`config.mk`:
```
export PLATFORM = sky130hd
export DESIGN_NAME = mem_slave_ctrl
export DESIGN_NICKNAME = d
export VERILOG_FILES = /design/src/rtl/mem_slave_pkg.sv /design/src/rtl/mem_slave_array.sv /design/src/rtl/mem_slave_ctrl.sv
export SDC_FILE = /design/constraint.sdc
export NUM_CORES = 1
export LEC_CHECK = 0
export ABC_CLOCK_PERIOD_IN_PS = 2910
export BUFFER_PORTS_ARGS = -buffer_cell sky130_fd_sc_hd__buf_2
export CAP_MARGIN = 10
export CORE_MARGIN = 1.5
export CORE_UTILIZATION = 45
export DETAILED_ROUTE_END_ITERATION = 12
export PLACE_DENSITY = 0.62
export SLEW_MARGIN = 30
export SYNTH_ARGS = -nofsm -noshare
export SYNTH_HDL_FRONTEND = slang
export SYNTH_SLANG_ARGS = --single-unit
```
`constraint.sdc`:
```
create_clock -name clk -period 2.91 [get_ports clk]
set_input_delay 0.1455 -clock clk [delete_from_list [all_inputs] [get_ports clk]]
set_output_delay 0.1455 -clock clk [all_outputs]
set_load 0.01 [all_outputs]
```
`src/rtl/mem_slave_pkg.sv`:
```
// Shared types and constants for the memory slave: FSM encoding, wait-counter width, default geometry.
package mem_slave_pkg;

  localparam int CNT_W     = 4;
  localparam int DEF_WIDTH = 16;
  localparam int DEF_DEPTH = 32;

  typedef enum logic [1:0] {
    IDLE = 2'd0,
    WAIT = 2'd1,
    RESP = 2'd2
  } state_t;

endpackage

```
`src/rtl/mem_slave_array.sv`:
```
// Storage for the memory slave: one lane-masked write port, one combinational read port,
// whole array cleared asynchronously while rst is low.
module mem_slave_array
  import mem_slave_pkg::*;
#(
  parameter int WIDTH      = DEF_WIDTH,
  parameter int DEPTH      = DEF_DEPTH,
  parameter int ADDR_WIDTH = (DEPTH > 1) ? $clog2(DEPTH) : 1,
  parameter int LANES      = (WIDTH + 7) / 8
) (
  input  logic                  clk,
  input  logic                  rst,
  input  logic                  we,
  input  logic [LANES-1:0]      lane_en,
  input  logic [ADDR_WIDTH-1:0] addr,
  input  logic [WIDTH-1:0]      wdata,
  output logic [WIDTH-1:0]      rd_word
);

  logic [WIDTH-1:0] mem [DEPTH];

  always_ff @(posedge clk or negedge rst) begin
    if (!rst) begin
      for (int i = 0; i < DEPTH; i++) mem[i] <= '0;
    end else if (we) begin
      // Bit b belongs to byte lane b/8.
      for (int b = 0; b < WIDTH; b++) begin
        if (lane_en[b/8]) mem[addr][b] <= wdata[b];
      end
    end
  end

  assign rd_word = mem[addr];

endmodule

```
`src/rtl/mem_slave_ctrl.sv`:
```
// Memory slave controller: valid/ready request capture, wait-state FSM, range check, response registers.
// Define MEM_STRB_EN to add the strb port and per-byte-lane write enables.
//
// state | meaning
// IDLE  | waiting for valid; accepts and captures a request
// WAIT  | counting down wait states using captured request fields
// RESP  | ready pulse cycle; valid ignored
module mem_slave_ctrl
  import mem_slave_pkg::*;
#(
  parameter int WIDTH       = DEF_WIDTH,
  parameter int DEPTH       = DEF_DEPTH,
  parameter int ADDR_WIDTH  = (DEPTH > 1) ? $clog2(DEPTH) : 1,
  parameter int WAIT_STATES = 0
) (
  input  logic                  clk,
  input  logic                  rst,
  input  logic                  valid,
  input  logic                  wr_rd,
  input  logic [ADDR_WIDTH-1:0] addr,
  input  logic [WIDTH-1:0]      wdata,
`ifdef MEM_STRB_EN
  input  logic [WIDTH/8-1:0]    strb,
`endif
  output logic                  ready,
  output logic [WIDTH-1:0]      rdata,
  output logic                  err
);

`ifdef MEM_STRB_EN
  localparam int LANES = WIDTH / 8;
`else
  localparam int LANES = (WIDTH + 7) / 8;
`endif

  localparam bit                  NO_WAIT  = (WAIT_STATES == 0);
  localparam logic [CNT_W-1:0]    CNT_LOAD = CNT_W'((WAIT_STATES > 0) ? WAIT_STATES - 1 : 0);
  localparam logic [ADDR_WIDTH:0] DEPTH_V  = (ADDR_WIDTH + 1)'(DEPTH);

  state_t           state, state_nx;
  logic [CNT_W-1:0] cnt, cnt_nx;

  logic                  cap_wr;
  logic [ADDR_WIDTH-1:0] cap_addr;
  logic [WIDTH-1:0]      cap_wdata;
  logic [LANES-1:0]      cap_lanes;
  logic [LANES-1:0]      live_lanes;

  logic                  acc_wr;
  logic [ADDR_WIDTH-1:0] acc_addr;
  logic [WIDTH-1:0]      acc_wdata;
  logic [LANES-1:0]      acc_lanes;
  logic                  do_access;
  logic                  in_range;
  logic [WIDTH-1:0]      rd_word;

`ifdef MEM_STRB_EN
  assign live_lanes = strb;
`else
  assign live_lanes = '1;
`endif

  always_ff @(posedge clk or negedge rst) begin
    if (!rst) begin
      state <= IDLE;
      cnt   <= '0;
    end else begin
      state <= state_nx;
      cnt   <= cnt_nx;
    end
  end

  always_comb begin
    state_nx = state;
    cnt_nx   = cnt;
    case (state)
      IDLE: begin
        if (valid) begin
          if (NO_WAIT) begin
            state_nx = RESP;
          end else begin
            state_nx = WAIT;
            cnt_nx   = CNT_LOAD;
          end
        end
      end
      WAIT: begin
        if (cnt == '0) state_nx = RESP;
        else           cnt_nx   = cnt - 1'b1;
      end
      RESP:    state_nx = IDLE;
      default: state_nx = IDLE;
    endcase
  end

  always_ff @(posedge clk or negedge rst) begin
    if (!rst) begin
      cap_wr    <= 1'b0;
      cap_addr  <= '0;
      cap_wdata <= '0;
      cap_lanes <= '0;
    end else if (state == IDLE && valid) begin
      cap_wr    <= wr_rd;
      cap_addr  <= addr;
      cap_wdata <= wdata;
      cap_lanes <= live_lanes;
    end
  end

  // With no wait states the access happens on the accepting edge, so it must use the live bus.
  always_comb begin
    acc_wr    = cap_wr;
    acc_addr  = cap_addr;
    acc_wdata = cap_wdata;
    acc_lanes = cap_lanes;
    if (state == IDLE) begin
      acc_wr    = wr_rd;
      acc_addr  = addr;
      acc_wdata = wdata;
      acc_lanes = live_lanes;
    end
  end

  assign do_access = (state == IDLE && valid && NO_WAIT) || (state == WAIT && cnt == '0);
  assign in_range  = ({1'b0, acc_addr} < DEPTH_V);

  mem_slave_array #(
    .WIDTH      (WIDTH),
    .DEPTH      (DEPTH),
    .ADDR_WIDTH (ADDR_WIDTH),
    .LANES      (LANES)
  ) u_array (
    .clk     (clk),
    .rst     (rst),
    .we      (do_access && acc_wr && in_range),
    .lane_en (acc_lanes),
    .addr    (acc_addr),
    .wdata   (acc_wdata),
    .rd_word (rd_word)
  );

  always_ff @(posedge clk or negedge rst) begin
    if (!rst) begin
      ready <= 1'b0;
      rdata <= '0;
      err   <= 1'b0;
    end else begin
      ready <= do_access;
      err   <= do_access && !in_range;
      if (do_access && !acc_wr) rdata <= in_range ? rd_word : '0;
    end
  end

endmodule

```
; ---- After elaboration in Yosys (flattened, before gate mapping)
; Index checks and enable logic that the tools add are counted.
[classes]
addsub = 1
n_lt_le_gt_ge = 2
eq_ne = 3
muxes = 89
bitwise = 2
reduce_logical = 11
[op_table]
columns = op, n
row1 = 2-to-1 mux 512 bit, 31
row2 = bitwise mux 512 bit, 16
row3 = demux 16 bit (select 5 bit), 16
row4 = binary-select mux 16 bit (select 5 bit), 1
row5 = 2-to-1 mux 16 bit, 4
row6 = 2-to-1 mux 15 bit, 1
row7 = 2-to-1 mux 14 bit, 1
row8 = 2-to-1 mux 13 bit, 1
row9 = 2-to-1 mux 12 bit, 1
row10 = 2-to-1 mux 11 bit, 1
row11 = 2-to-1 mux 10 bit, 1
row12 = 2-to-1 mux 5 bit, 2
row13 = 2-to-1 mux 9 bit, 1
row14 = 2-to-1 mux 2 bit, 4
row15 = 2-to-1 mux 8 bit, 1
row16 = 2-to-1 mux 7 bit, 1
row17 = ">= comparator 6 bit, second input constant", 1
row18 = "less-than comparator 6 x 1 -> 1 bit, second input constant", 1
row19 = 2-to-1 mux 6 bit, 1
row20 = inverter 5 -> 6 bit, 1
row21 = logical AND 1 bit, 5
row22 = logical NOT 4 bit, 1
row23 = 2-to-1 mux 4 bit, 1
row24 = one-hot mux 2 bit (2 select lines), 1
row25 = 11 further kinds, 13
[word_totals]
register_bits = 558
out_inout_bits = 18
word_cells = 148

; ---- Logic depth before layout (Yosys ltp)
; Gate-level depths: netlist of the first run.
[depth]
depth_word = 54
mapped_depth = 11

; ---- By module
; From an unflattened synthesis of the first run, not the netlist that was laid out.
[unflattened]
hier_cells = 1797
hier_area_um2 = 25808.5
[by_module_without_submodules]
columns = mod, n_inst, cells_per_inst, area_each_um2, seq_area_each_um2
row1 = mem_slave_array, 1, 1683, 23985.5, 12812.3
row2 = mem_slave_ctrl, 1, 114, 1823.0, 1001.0

; ---- Least setup slack after synthesis of the first run
; Ideal clock, no wire load.
[synth_timing]
path_kind = reg2reg
startpoint = reg state[1]
endpoint = reg rdata[14]
setup_time_ps = 129
arrival_time_ps = 2013
required_ps = 2781
path_slack_ps = 767
stages_incl_launch_ff = 9
n_path_buf = 3
cell_sequence = dfrtp_1 -> buf_6 -> buf_6 -> mux2_4 -> buf_6 -> mux4_2 -> a22oi_1 -> o2111ai_1 -> o41a_1
[synth_between]
elab_chain_cells = 6
elab_cells_between_ends = 13
[synth_lines]
columns = item, line
row1 = from (decl), mem_slave_ctrl.sv:40  ; state_t state, state_nx;
row2 = from (signal assigned), mem_slave_ctrl.sv:68  ; state <= state_nx;
row3 = logical NOT 2 bit, "mem_slave_ctrl.sv:116, mem_slave_ctrl.sv:124"
row4 = 2-to-1 mux 5 bit, mem_slave_ctrl.sv:116  ; if (state == IDLE) begin
row5 = inverter 5 -> 6 bit (not written as such), mem_slave_array.sv:33  ; assign rd_word = mem[addr];
row6 = binary-select mux 16 bit (select 5 bit), mem_slave_array.sv:33
row7 = 2-to-1 mux 16 bit (not written as such) (2 in series), mem_slave_array.sv:33
row8 = to (signal assigned), mem_slave_ctrl.sv:150  ; if (do_access && !acc_wr) rdata <= in_range ? rd_word : '0;
row9 = to (decl), mem_slave_ctrl.sv:26  ; output logic [WIDTH-1:0] rdata,
; Parallel ways exist; a longest one is shown, timed or not. The select of a mux whose other input is x is not followed.
; A chain may end at the register's enable or synchronous reset.

; ---- Worst setup path after layout of the first run
[layout_timing]
startpoint = reg state[1]
endpoint = reg rdata[9]
; The elaborated chain is that of the path after synthesis.

==> results of run 1 <==
[state kept, by name, indices dropped and copies added (netlist names)]
| name | flops |
|---|---|
| u_array.mem | 512 |
| ready | 1 |
| state | 1 |
| cap_wdata | 16 |
| cap_addr | 5 |
| rdata | 16 |
[power by group through the flow]
stage          Sequential [W]  Combinational [W]  Clock, W
3_5_place_dp           0.0100            0.00340         0
4_1_cts               0.00990            0.00344   0.00844
5_1_grt                0.0101            0.00384   0.00876
6_report              0.00994            0.00345   0.00834
2_1_floorplan         0.00977            0.00221         0
3_3_place_gp          0.00996            0.00329         0
[cell type report]
cell class / count / area [sq um]
clock buffers: 82 / 1770
clock inverters: 25 / 418
fillers: 4664 / 24700
inverters: 2 / 7.51
multi-input cells: 1682 / 9730
flip-flops and latches: 551 / 13800
well taps: 688 / 861
repair buffers: 187 / 1600
[cell usage in the layout, fill, tap and decap left out, types with 12 or more instances in the layout]
master / n
nor2_1: 180
o21ai_0: 467
mux4_2: 43
mux2i_4: 16
clkbuf_16: 59
buf_12: 19
a21oi_1: 193
nor4_1: 12
o21ai_1: 13
o22ai_1: 16
buf_2: 40
a22o_1: 15
dlygate4sd3_1: 22
nand2_1: 481
a41oi_1: 22
o32ai_1: 15
buf_4: 105
clkbuf_8: 21
mux2i_1: 86
dfrtp_1: 550
[timing repair]
action	CTS	global route
cloned	0	1
hold buffers	22	0
hold endpoints to repair	90	0
endpoints found under the setup margin	4	7
pin swaps	0	1
resized for setup	4	7
[stage by stage]
step | TNS [ns] | instances
2_1_floorplan | 0 | 2460
3_3_place_gp | -1.29 | 3087
3_5_place_dp | -0.202 | 3087
4_1_cts | 0 | 3216
5_1_grt | 0 | 3217
6_report | 0 | 3217
[kinds of logic (layout without fill, tap and decap cells)]
| kind of cell | Yosys count | in the layout | synth area share, % |
|---|---|---|---|
| compound gates | 779 | 779 | 17.5 |
| simple gates | 751 | 751 | 12.8 |
| flops | 551 | 551 | 57.0 |
| buf+inv | 228 | 296 | 4.17 |
| mux | 150 | 151 | 8.47 |
| other cells | 1 | 1 | 0.0155 |
[how the worst max path moves through the flow]
stage,start,endpoint,slack [ns],cells after the start
floorplan,state[1]$_DFFE_PN0P_,rdata[14]$_DFFE_PN0P_,0.77,8
global route,state[1]$_DFFE_PN0P_,rdata[13]$_DFFE_PN0P_,0.001,6
finish,state[1]$_DFFE_PN0P_,rdata[9]$_DFFE_PN0P_,0.05,5
CTS,state[1]$_DFFE_PN0P_,rdata[2]$_DFFE_PN0P_,0.05,6
detailed placement,state[1]$_DFFE_PN0P_,rdata[13]$_DFFE_PN0P_,-0.09,6
global placement,state[1]$_DFFE_PN0P_,rdata[13]$_DFFE_PN0P_,-0.50,6
[tightest hold or removal path, delay by kind of cell]
family | cells | cell delay (ns)
AND/OR/NAND/NOR | 1 | 0.08
buffers and inverters | 3 | 0.42
[routing by layer]
layer	wire length, microns	part of all wire [%]	global-route usage (%)
met5	0	0	0
met4	2670	3.5	10.1
met3	5260	7.0	4.77
met2	34900	46	43.0
met1	32700	43	38.5
==> impl_results.md, run 1 <==
* TritonCTS Buffers at 57
* Remaining global-route overflow at 0
* Worst Setup Start Kind: register
* Max Clk Rate at 349 MHz
* Clk Latency, worst-skew pair at around 0.63 ns
* Hold_sp: valid
* Core Region at 52900 sq um
* Number of DRC markers in iteration 0 at 1776
* Fraction of layout cells with a size suffix above 1 at between 10% and 20%
* DIE AREA at ~55000 sq um
* DR vias/cell at 5.82
* Clk slew on worst S/H paths at ~0.06 ns
* Worst endpoint required time at ~3.4 ns
* Routability cong. at 0.890
* Synth cell types at between 40 and 50
* Worst slack at placement at -0.0863 ns
* Largest net degree at the start of global routing at 86
* Worst rel slew slack at a little over a third
* Final HPWL DP at roughly 48 mm
* LEAKAGE at between 10 and 15 nW
* Status: complete, no violations
* Skew final at 0.0321 ns
* Delay-heaviest family, CP: simple AND/OR/NAND/NOR gates
* Total number of vias at around 19k
* Port bufs at 41
* Seq cells post-synth at approximately 550
* Design Power at 0.0217 W
* CTS tree: done
* Syn Std Cell Area at between 20000 and 25000 sq um
* Die H at around 230 microns
* Worst-path cell chain: and3_1, or2_2, a22o_1, o21ai_0, a41oi_1
* Remaining DRCs at 0
* Max-slew violations at 0
* Ys flop type: dfrtp_1
* Reg-to-Reg End: rdata[9]$_DFFE_PN0P_
* Switching Fraction at 27.8%
* Nets at ~2.5k
* Clock power frac at 38.4%
* GRT Util Overall at 27.5%
* Number of global-route vias before repair at roughly 18k
* Antenna violations before repair at 2
* Antenna viol nets, final at 0
* Post-DP Area at between 20000 and 30000 sq um
* Post-synth top area share at 57.0%
* Final Cell Area at around 28000 sq um
* Net Switching at 0.00605 W
* R2R Setup Slk at between 0.04 and 0.05 ns
* Most frequent cell after synthesis: dfrtp_1
* Gate power share at ~16%
* Synth Warn # at 0
* Cell Rows at 84
* Hold Slack at ~0.061 ns
* Flop pwr share at ~46%
* Routed Wire Length at around 76 mm
* First-pass GRT wire length at 116 mm
* Drt wl/cell at 23.5 microns
* CP max FO at 22
* Number of synthesized flops with an enable pin at 0
* First-pass DRT Iterations at 5
* Worst r2r src: state[1]$_DFFE_PN0P_
* Minimum clock period at ~2.9 ns
* Final cycle utilization of the critical path at roughly 100%
* Setup CP Type: reg2reg
* Post-synthesis sequential area ratio at between 50% and 60%
* Crit path DAT at between 3 and 4 ns
* Top post-synthesis cells by area: dfrtp_1 (57%), o21ai_0 (9.7%), nand2_1 (7.5%), mux2i_1 (4.3%), mux4_2 (4.0%)
* Longest Clk Path Bufs at 3
* Initial core utilization at between 40% and 50%
* Asr flop ratio synth at 100%
* Net Count, Synth at ~2.5k
* Setup ws final at between 0.04 and 0.05 ns
* Final Setup Violations at 0
* Syn Area/Cell at between 9 and 10 sq um
* Hold Path Class: in2reg
* CP max stage cell: dfrtp_4
* Worst Hold End: state[1]$_DFFE_PN0P_
* Reg2Reg Depth at 5
* Area Overhead vs Synth at 16.5%
* CP peak stage delay at just under 0.6 ns
* Cells after synthesis at roughly 2.5k
* Largest area contributor in the netlist: dfrtp_1
* Max Cap Violations at 0
* Min-Delay Path Depth at 4
* H-tree depth at 2
* Worst slew pin tran at a little under 1 ns
* Die span in x at about 230 microns
* RSZ-0062 raised after global routing: no
* Antenna cells at 0
* Clk sink count at roughly 550
* Worst setup EP type: register
* Boundary Pins at 43
* VDD IR max at roughly 0.50 mV
* Post-CTS setup buffers at 0
* Internal at 0.0157 W
* CTS root buf: clkbuf_16
* Final core area utilization at a little over half
* WP buf/inv at 0
* Synth cell count leaders: dfrtp_1 (551), nand2_1 (481), o21ai_0 (467)
* Cell Pwr Density at between 700 and 800 nW/um^2
* Fin. Hold Viols at 0
Power figures use the tool's default switching activity.
==> run 2: changes to the inputs <==
ABC_AREA = 0   (was not set)
ABC_CLOCK_PERIOD_IN_PS = 3700   (was 2910)
CAP_MARGIN = 20   (was 10)
clock period = 3.7 ns   (was 2.91 ns; I/O delays follow)
==> run 2 against run 1 <==
  * Clock power down 32%
  * Global-route usage down 0.62 points
  * Register-to-register slack better by 0.34 ns
==> impl_results.md, run 2 (synthesis gave the netlist of run 1 again) <==
* Status: complete, no violations
* Port bufs at 41
* Fillcell total at around 4.7k
* Antenna violations before repair at 1
* Final Cell Area at approximately 27000 sq um
* TritonCTS Buffers at 57
* Clk Latency, worst-skew pair at just over 0.6 ns
* Gate power share at 16.3%
* Flop pwr share at between 40% and 50%
* Switching Fraction at between 20 and 30%
* CP max FO at 67
* Biggest regs: u_array.mem (512), cap_wdata (16), rdata (16)
* Drt wl/cell at about 23 microns
* Worst setup EP type: register
* Die H at between 200 and 250 microns
* Final cycle utilization of the critical path at 89.6%
* Routability cong. at slightly below 0.9
* First-pass DRT Iterations at 5
* Fraction of layout cells with a size suffix above 1 at 13.5%
* Most frequent cells in the layout: dfrtp_1 (550), nand2_1 (481), o21ai_0 (467)
* Core Region at between 50000 and 60000 sq um
* CTS root buf: clkbuf_16
* Minimum clock period at 3.31 ns
* Setup CP Type: reg2reg
* Post-CTS setup buffers at 0
* Internal at 0.0115 W
* Initial core utilization at a little under half
* Die span in x at ~230 microns
* Hold Path Class: in2async
* Fin. Hold Viols at 0
* Final core area utilization at ~52%
* Number of global-route vias before repair at approximately 19k
* Worst endpoint required time at about 4.1 ns
* Max Cap Violations at 0
* DR vias/cell at 5.86
* Number of DRC markers in iteration 0 at around 1.6k
* GRT Util Overall at between 20% and 30%
* RSZ-0062 raised after global routing: no
* Remaining global-route overflow at 0
* Antenna cells at 0
* Clk slew on worst S/H paths at approximately 0.060 ns
* Final HPWL DP at ~47 mm
* CTS Hold Buffers Added at 22
* Cell Rows at 84
* TNS Setup at 0 ns
* Boundary Pins at 43
* Final Setup Violations at 0
* H-tree depth at 2
* DIE AREA at roughly 55000 sq um
* Max-slew violations at 0
* Antenna viol nets, final at 0
* First-pass GRT wire length at 114 mm
* Remaining DRCs at 0
* Skew final at about 0.028 ns
* Cell Pwr Density at between 500 and 600 nW/um^2
* LEAKAGE at around 12 nW
* Clk sink count at roughly 550
* CTS tree: done
* Max reg flops at 512
* Resize count post-CTS at 0
* Total number of vias at roughly 19k
* Largest net degree at the start of global routing at ~140
* Net Switching at between 0.004 and 0.005 W
* Longest Clk Path Bufs at 3
* Most common cell after layout, fill and taps aside: dfrtp_1
* Worst rel slew slack at ~32%
* Nets at about 2.5k
* Reg with most FFs: u_array.mem
* Clock power frac at 35.1%
* Post-DP Area at between 20000 and 30000 sq um
* Max Clk Rate at between 300 and 400 MHz
* Worst slew pin tran at between 1 and 1.5 ns
* Worst Setup Start Kind: register
* Crit path DAT at 3.76 ns
* Area Overhead vs Synth at 13.5%
* VDD IR max at roughly 0.37 mV
* Routed Wire Length at 73.4 mm
## run 2: worst max-delay path, stage by stage, from the launching register on
cell	delay [ns]
dfrtp_2	0.67
mux2_8	0.70
buf_12	0.29
mux2i_1	0.31
o31ai_1	0.12
nor4_1	0.79
a31oi_1	0.17
## run 2: worst paths after layout
kind                                                      to  slack (ns)                          from  cells after the start
max in group asynchronous       u_array.mem[159]$_DFFE_PN0P_        2.37                           rst                      3
worst min-delay path                cap_wdata[2]$_DFFE_PN0P_         0.1                           rst                      2
worst min register to register  u_array.mem[320]$_DFFE_PN0P_        0.47  u_array.mem[320]$_DFFE_PN0P_                      2
worst max-delay path                    rdata[6]$_DFFE_PN0P_        0.39          state[1]$_DFFE_PN0P_                      6
min in group clk                        state[1]$_DFFE_PN0P_        0.13                         valid                      4
worst max register to register          rdata[6]$_DFFE_PN0P_        0.39          state[1]$_DFFE_PN0P_                      6
## run 2: cell type report
| cell class | count | area (sq um) | share of cell area [%] |
|---|---|---|---|
| multi-input cells | 1681 | 9640 | 35.1 |
| inverters | 2 | 7.51 | 0.0273 |
| repair buffers | 169 | 1320 | 4.80 |
| clock buffers | 82 | 1670 | 6.09 |
| flip-flops and latches | 551 | 13800 | 50.2 |
| well taps | 688 | 861 | 3.14 |
| clock inverters | 19 | 161 | 0.588 |
## run 2: power by group through the flow
| stage | Combinational [W] | Clock, W | Sequential (W) |
|---|---|---|---|
| final | 0.00263 | 0.00566 | 0.00783 |
| after global routing | 0.00294 | 0.00601 | 0.00795 |
| after CTS | 0.00264 | 0.00574 | 0.00782 |
| after detailed placement | 0.00261 | 0 | 0.00791 |
| after global placement | 0.00252 | 0 | 0.00787 |
| after floorplan | 0.00174 | 0 | 0.00768 |
## run 2: per-layer routing
metal	vias up	GRT usage [%]	share of wire (%)
met5	-	0	0
met4	0	11.8	4.1
met3	148	5.58	7.6
met2	646	41.6	46
met1	9369	36.6	43
li1	8538	-	-
## run 2: through the flow
step / hold WS [ns] / std cells / total power (W) / worst slack [ns]
6_report: 0.0988 / 3192 / 0.0161 / 0.387
3_3_place_gp: 0.157 / 3069 / 0.0104 / 0.459
5_1_grt: 0.130 / 3192 / 0.0169 / 0.314
4_1_cts: 0.101 / 3192 / 0.0162 / 0.530
3_5_place_dp: 0.161 / 3069 / 0.0105 / 0.542
2_1_floorplan: -0.111 / 2460 / 0.00942 / 1.56
